--- src/rtl/counter_poll_reader.sv ---
// Polls the four per-FIFO push counters (idx 3..0) and latches one coherent snapshot.
// Optional READER_TOTAL_EN adds a registered sum of the four snapshots.
module counter_poll_reader #(
   parameter int CBITS     = 5,
   parameter int TIMEOUT   = 4,
   parameter int MAX_RETRY = 2
) (
   input  logic             clk,
   input  logic             reset,
   input  logic             start,
   input  logic             idle,
   input  logic [CBITS-1:0] counter_out,
   input  logic             valid_out,
   output logic             req,
   output logic [1:0]       idx,
   output logic [CBITS-1:0] snap0,
   output logic [CBITS-1:0] snap1,
   output logic [CBITS-1:0] snap2,
   output logic [CBITS-1:0] snap3,
   output logic             snap_valid,
   output logic             busy,
   output logic             done,
   output logic             error
`ifdef READER_TOTAL_EN
   ,
   output logic [CBITS+1:0] total
`endif
);

   localparam logic [1:0] IDLE_S = 2'd0;
   localparam logic [1:0] REQ_S  = 2'd1;
   localparam logic [1:0] WAIT_S = 2'd2;
   localparam logic [1:0] DONE_S = 2'd3;

   localparam int WW = $clog2(TIMEOUT + 1);
   localparam int RW = (MAX_RETRY > 0) ? $clog2(MAX_RETRY + 1) : 1;
   localparam logic [WW-1:0] WAIT_LAST = WW'(TIMEOUT - 1);
   localparam logic [RW-1:0] RETRY_MAX = RW'(MAX_RETRY);

   logic [1:0]    state;
   logic [1:0]    cur;
   logic [WW-1:0] wait_cnt;
   logic [RW-1:0] retry_cnt;

   assign busy = (state != IDLE_S);

   // NOTE: all state uses non-blocking assignments so every register samples pre-edge values.
   always_ff @(posedge clk or negedge reset) begin
      if (!reset) begin
         state      <= IDLE_S;
         cur        <= 2'd0;
         wait_cnt   <= '0;
         retry_cnt  <= '0;
         req        <= 1'b0;
         idx        <= 2'd0;
         snap0      <= '0;
         snap1      <= '0;
         snap2      <= '0;
         snap3      <= '0;
         snap_valid <= 1'b0;
         done       <= 1'b0;
         error      <= 1'b0;
`ifdef READER_TOTAL_EN
         total      <= '0;
`endif
      end else begin
         req  <= 1'b0;
         done <= 1'b0;
         case (state)
            IDLE_S: begin
               if (start) begin
                  state      <= REQ_S;
                  cur        <= 2'd3;
                  snap_valid <= 1'b0;
                  error      <= 1'b0;
                  retry_cnt  <= '0;
               end
            end
            REQ_S: begin
               if (idle) begin
                  req      <= 1'b1;
                  idx      <= cur;
                  wait_cnt <= '0;
                  state    <= WAIT_S;
               end
            end
            WAIT_S: begin
               if (valid_out) begin
                  case (cur)
                     2'd0:    snap0 <= counter_out;
                     2'd1:    snap1 <= counter_out;
                     2'd2:    snap2 <= counter_out;
                     default: snap3 <= counter_out;
                  endcase
                  retry_cnt <= '0;
                  if (cur == 2'd0) begin
                     state <= DONE_S;
                     done  <= 1'b1;
                  end else begin
                     cur   <= cur - 2'd1;
                     state <= REQ_S;
                  end
               end else if (wait_cnt == WAIT_LAST) begin
                  // Timed out: retry this index, or give up once retries are spent.
                  wait_cnt <= '0;
                  if (retry_cnt == RETRY_MAX) begin
                     error <= 1'b1;
                     state <= DONE_S;
                     done  <= 1'b1;
                  end else begin
                     retry_cnt <= retry_cnt + 1'b1;
                     state     <= REQ_S;
                  end
               end else begin
                  wait_cnt <= wait_cnt + 1'b1;
               end
            end
            DONE_S: begin
               snap_valid <= !error;
`ifdef READER_TOTAL_EN
               if (!error)
                  total <= {2'b00, snap0} + {2'b00, snap1} + {2'b00, snap2} + {2'b00, snap3};
`endif
               state <= IDLE_S;
            end
            default: state <= IDLE_S;
         endcase
      end
   end

endmodule

--- config.mk ---
export PLATFORM = sky130hd
export DESIGN_NAME = counter_poll_reader
export DESIGN_NICKNAME = d
export VERILOG_FILES = /design/src/rtl/counter_poll_reader.sv
export SDC_FILE = /design/constraint.sdc
export NUM_CORES = 1
export LEC_CHECK = 0
export ABC_CLOCK_PERIOD_IN_PS = 2400
export CAP_MARGIN = 10
export CORE_MARGIN = 1
export CORE_UTILIZATION = 50
export CTS_CLUSTER_DIAMETER = 120
export DETAILED_ROUTE_END_ITERATION = 16
export MAX_ROUTING_LAYER = met4
export PLACE_DENSITY = 0.92
export SLEW_MARGIN = 40
export SYNTH_ARGS = -nofsm -noshare
export SYNTH_HDL_FRONTEND = slang
export SYNTH_SLANG_ARGS = --single-unit
--- constraint.sdc ---
create_clock -name clk -period 2.4 [get_ports clk]
set_input_delay 0.24 -clock clk [delete_from_list [all_inputs] [get_ports clk]]
set_output_delay 0.24 -clock clk [all_outputs]
set_load 0.02 [all_outputs]
==> reports/summary.txt <==
mean area per synthesized cell - 13.47 sq um
Hold-fix buffers, CTS - 0
setup_tns - 0 ns
commonest non-fill, non-tap cell in the layout - clkdlybuf4s50_1
Seq/Total Area, Yosys - 55.12%
synthesized instance count - 118
Vias - 1086
Num CTS Buffers - 5
CTS-repair resized insts - 0
buffers plus inverters on the worst setup path - 1
iteration count of the initial detailed-routing pass - 4
first-pass GRT wire length - 5.589 mm
die width - 58.38 um
vias in the first global route - 1141
routed wire length per instance - 15.90 um
Ports - 37
final setup fails - 0
CTS Root Cell - clkbuf_4
RSZ-0062 raised after global routing - no
drt drc - 0
Hold Fails Final Rpt - 0
Critical R2R Capture - snap3[2]$_DFFE_PN0P_
initial antenna violation count - 0
Req. time, crit path - 2.16 ns
EDFF count, synth - 0
R2R cell count - 3
WS Path Type - register to output pin
status - finished clean
synth top area cells - dfrtp_1, mux2_2, ha_1
WL final - 3.244 mm
hpwl dp - 2.419 mm
Antenna Violating Nets Remaining - 0
I/O Buffers - 36
GPL Wtd Cong - 0.7812
sequential share of power - 43.0%
critical path's slowest cell - dfrtp_1
Critical Path Max Stage Delay - 0.57 ns
Iter 0 DRT Violations - 22
Synth Flop Type - dfrtp_1
max cap viols - 0
pin count of the biggest net entering global routing - 36
Synth Register Bits - 35
Worst-Margin Slew - 0.5053 ns
Syn Nets - 134
Initial Utilization - 52.48%
synth unique cells - 37
GR Overflow Total - 0
pwr dens - 1062 mW/mm^2
Die H - 58.38 um
Comb pwr share - 43.6%
GRT Total Usage - 22.49%
Max clock buf depth - 2
total core area - 0.003028 sq mm
final setup margin - 0.3541 ns
Fmax - 488.8 MHz
Max-Slew Margin vs Limit - 66.21%
Clock Sinks - 35
crit path DAT - 1.81 ns
clock network power share - 13.4%
Reg2Reg Setup Slack - 0.80 ns
skew final - 0.009828 ns
Hold Worst Slack - 0.3162 ns
CP endpoint kind - output pin
Slew Limit Fails - 0
NumNets Final - 175
leakage power - 0.0009256 uW
Area growth, synth to finish - 28.27%
Critical R2R Launch - state[1]$_DFFE_PN0P_
crit path cell chain - or2_2 > clkdlybuf4s50_1
clk slew on worst S/H paths - 0.10 ns
synthesized area - 0.001589 sq mm
TritonCTS clock tree - built
Non-Filler Instances - 204
Pint - 1362 uW
pre-CTS WS - 0.5679 ns
commonest cells after routing, fill and taps aside - clkdlybuf4s50_1, dfrtp_1, mux2_2
placed cells - 196
Clk Latency, worst-skew pair - 0.32 ns
n_diodes - 0
fin crit share - 85.24%
area leader, netlist - dfrtp_1
Peak VDD IR - 0.5464 mV
Switch Pwr - 801.8 uW
number of core rows - 20
Synth top area share - 55.12%
drt via density - 5.324
sw frac - 37.05%
total number of yosys warnings - 0
crit-path max FO - 12
Hold Path Class - input pin to async pin
H-Tree Depth - 2
Final min period - 2.046 ns
die area - 0.003408 sq mm
post-CTS setup buffers - 0
Crit path max-delay family - flip-flops
asr flop ratio synth - 100.0%
share of layout cells above drive strength 1 - 23.13%
CP startpoint kind - register
-- cell type report --
class	instances	area, sq um
sequential	35	875.8
multi-input combinational	75	670.6
clock buffer	7	45.04
fill	218	989.7
clock inverter	1	5.005
timing repair buffer	37	367.9
tap	44	55.05
inverter	5	18.77
-- logic make-up after synthesis --
family,share of synthesized area [%]
DFF,55.12
and+or+nand+nor,14.57
muxes,14.80
AOI/OAI and AO/OA,8.110
buffers and inverters,2.676
adders and majority gates,4.724
-- cells in the mapped netlist, types with 2 or more instances --
master	count
nor2b_1	2
dfrtp_1	35
nand2b_1	3
nand2_1	4
mux2_2	18
nand3_2	4
nor2_1	3
a22oi_1	2
nand3b_1	2
nand4bb_1	2
mux2_1	2
ha_1	6
o21ai_0	5
a21oi_1	3
a22o_1	2
inv_1	4
-- stage by stage --
stage          cell area (sq um)  power [uW]  util, %
2_1_floorplan               1589        1483        -
3_3_place_gp                1988        1820    65.66
3_5_place_dp                1988        1879    65.66
4_1_cts                     2038        2170    67.31
5_1_grt                     2038        2307    67.31
6_report                    2038        2164    67.31
-- registers in the layout, indices dropped and copies added, names as in the netlist --
signal,cells
wait_cnt,3
retry_cnt,2
req,1
snap3,5
done,1
snap2,5
snap0,5
state,2
snap1,5
error,1
idx,2
snap_valid,1
cur,2
-- worst max-delay path by stage --
stage                      endpoint                  from  slack (ns)  depth (start not counted)
4_1_cts                        busy  state[0]$_DFFE_PN0P_        0.36                          2
5_1_grt                        busy  state[0]$_DFFE_PN0P_        0.28                          2
3_3_place_gp   snap3[2]$_DFFE_PN0P_             valid_out        0.62                          3
3_5_place_dp   snap3[2]$_DFFE_PN0P_             valid_out        0.57                          3
2_1_floorplan    cur[1]$_DFFE_PN0P_    cur[0]$_DFFE_PN0P_        1.13                          5
6_report                       busy  state[0]$_DFFE_PN0P_        0.35                          2
-- power groups by stage --
stage / sequential [uW] / clock [uW] / combinational, uW
3_3_place_gp: 919 / 0 / 902
6_report: 930 / 291 / 944
5_1_grt: 956 / 332 / 1020
2_1_floorplan: 1040 / 0 / 447
3_5_place_dp: 937 / 0 / 942
4_1_cts: 925 / 300 / 945
-- routing by layer --
layer	track usage [%]	part of all wire [%]	vias to the layer above
met2	35.96	50	26
met1	29.43	47	556
met5	-	0	-
li1	-	-	500
met4	6.803	1.0	0
met3	4.176	2.3	4
Power figures use the tool's default switching activity.
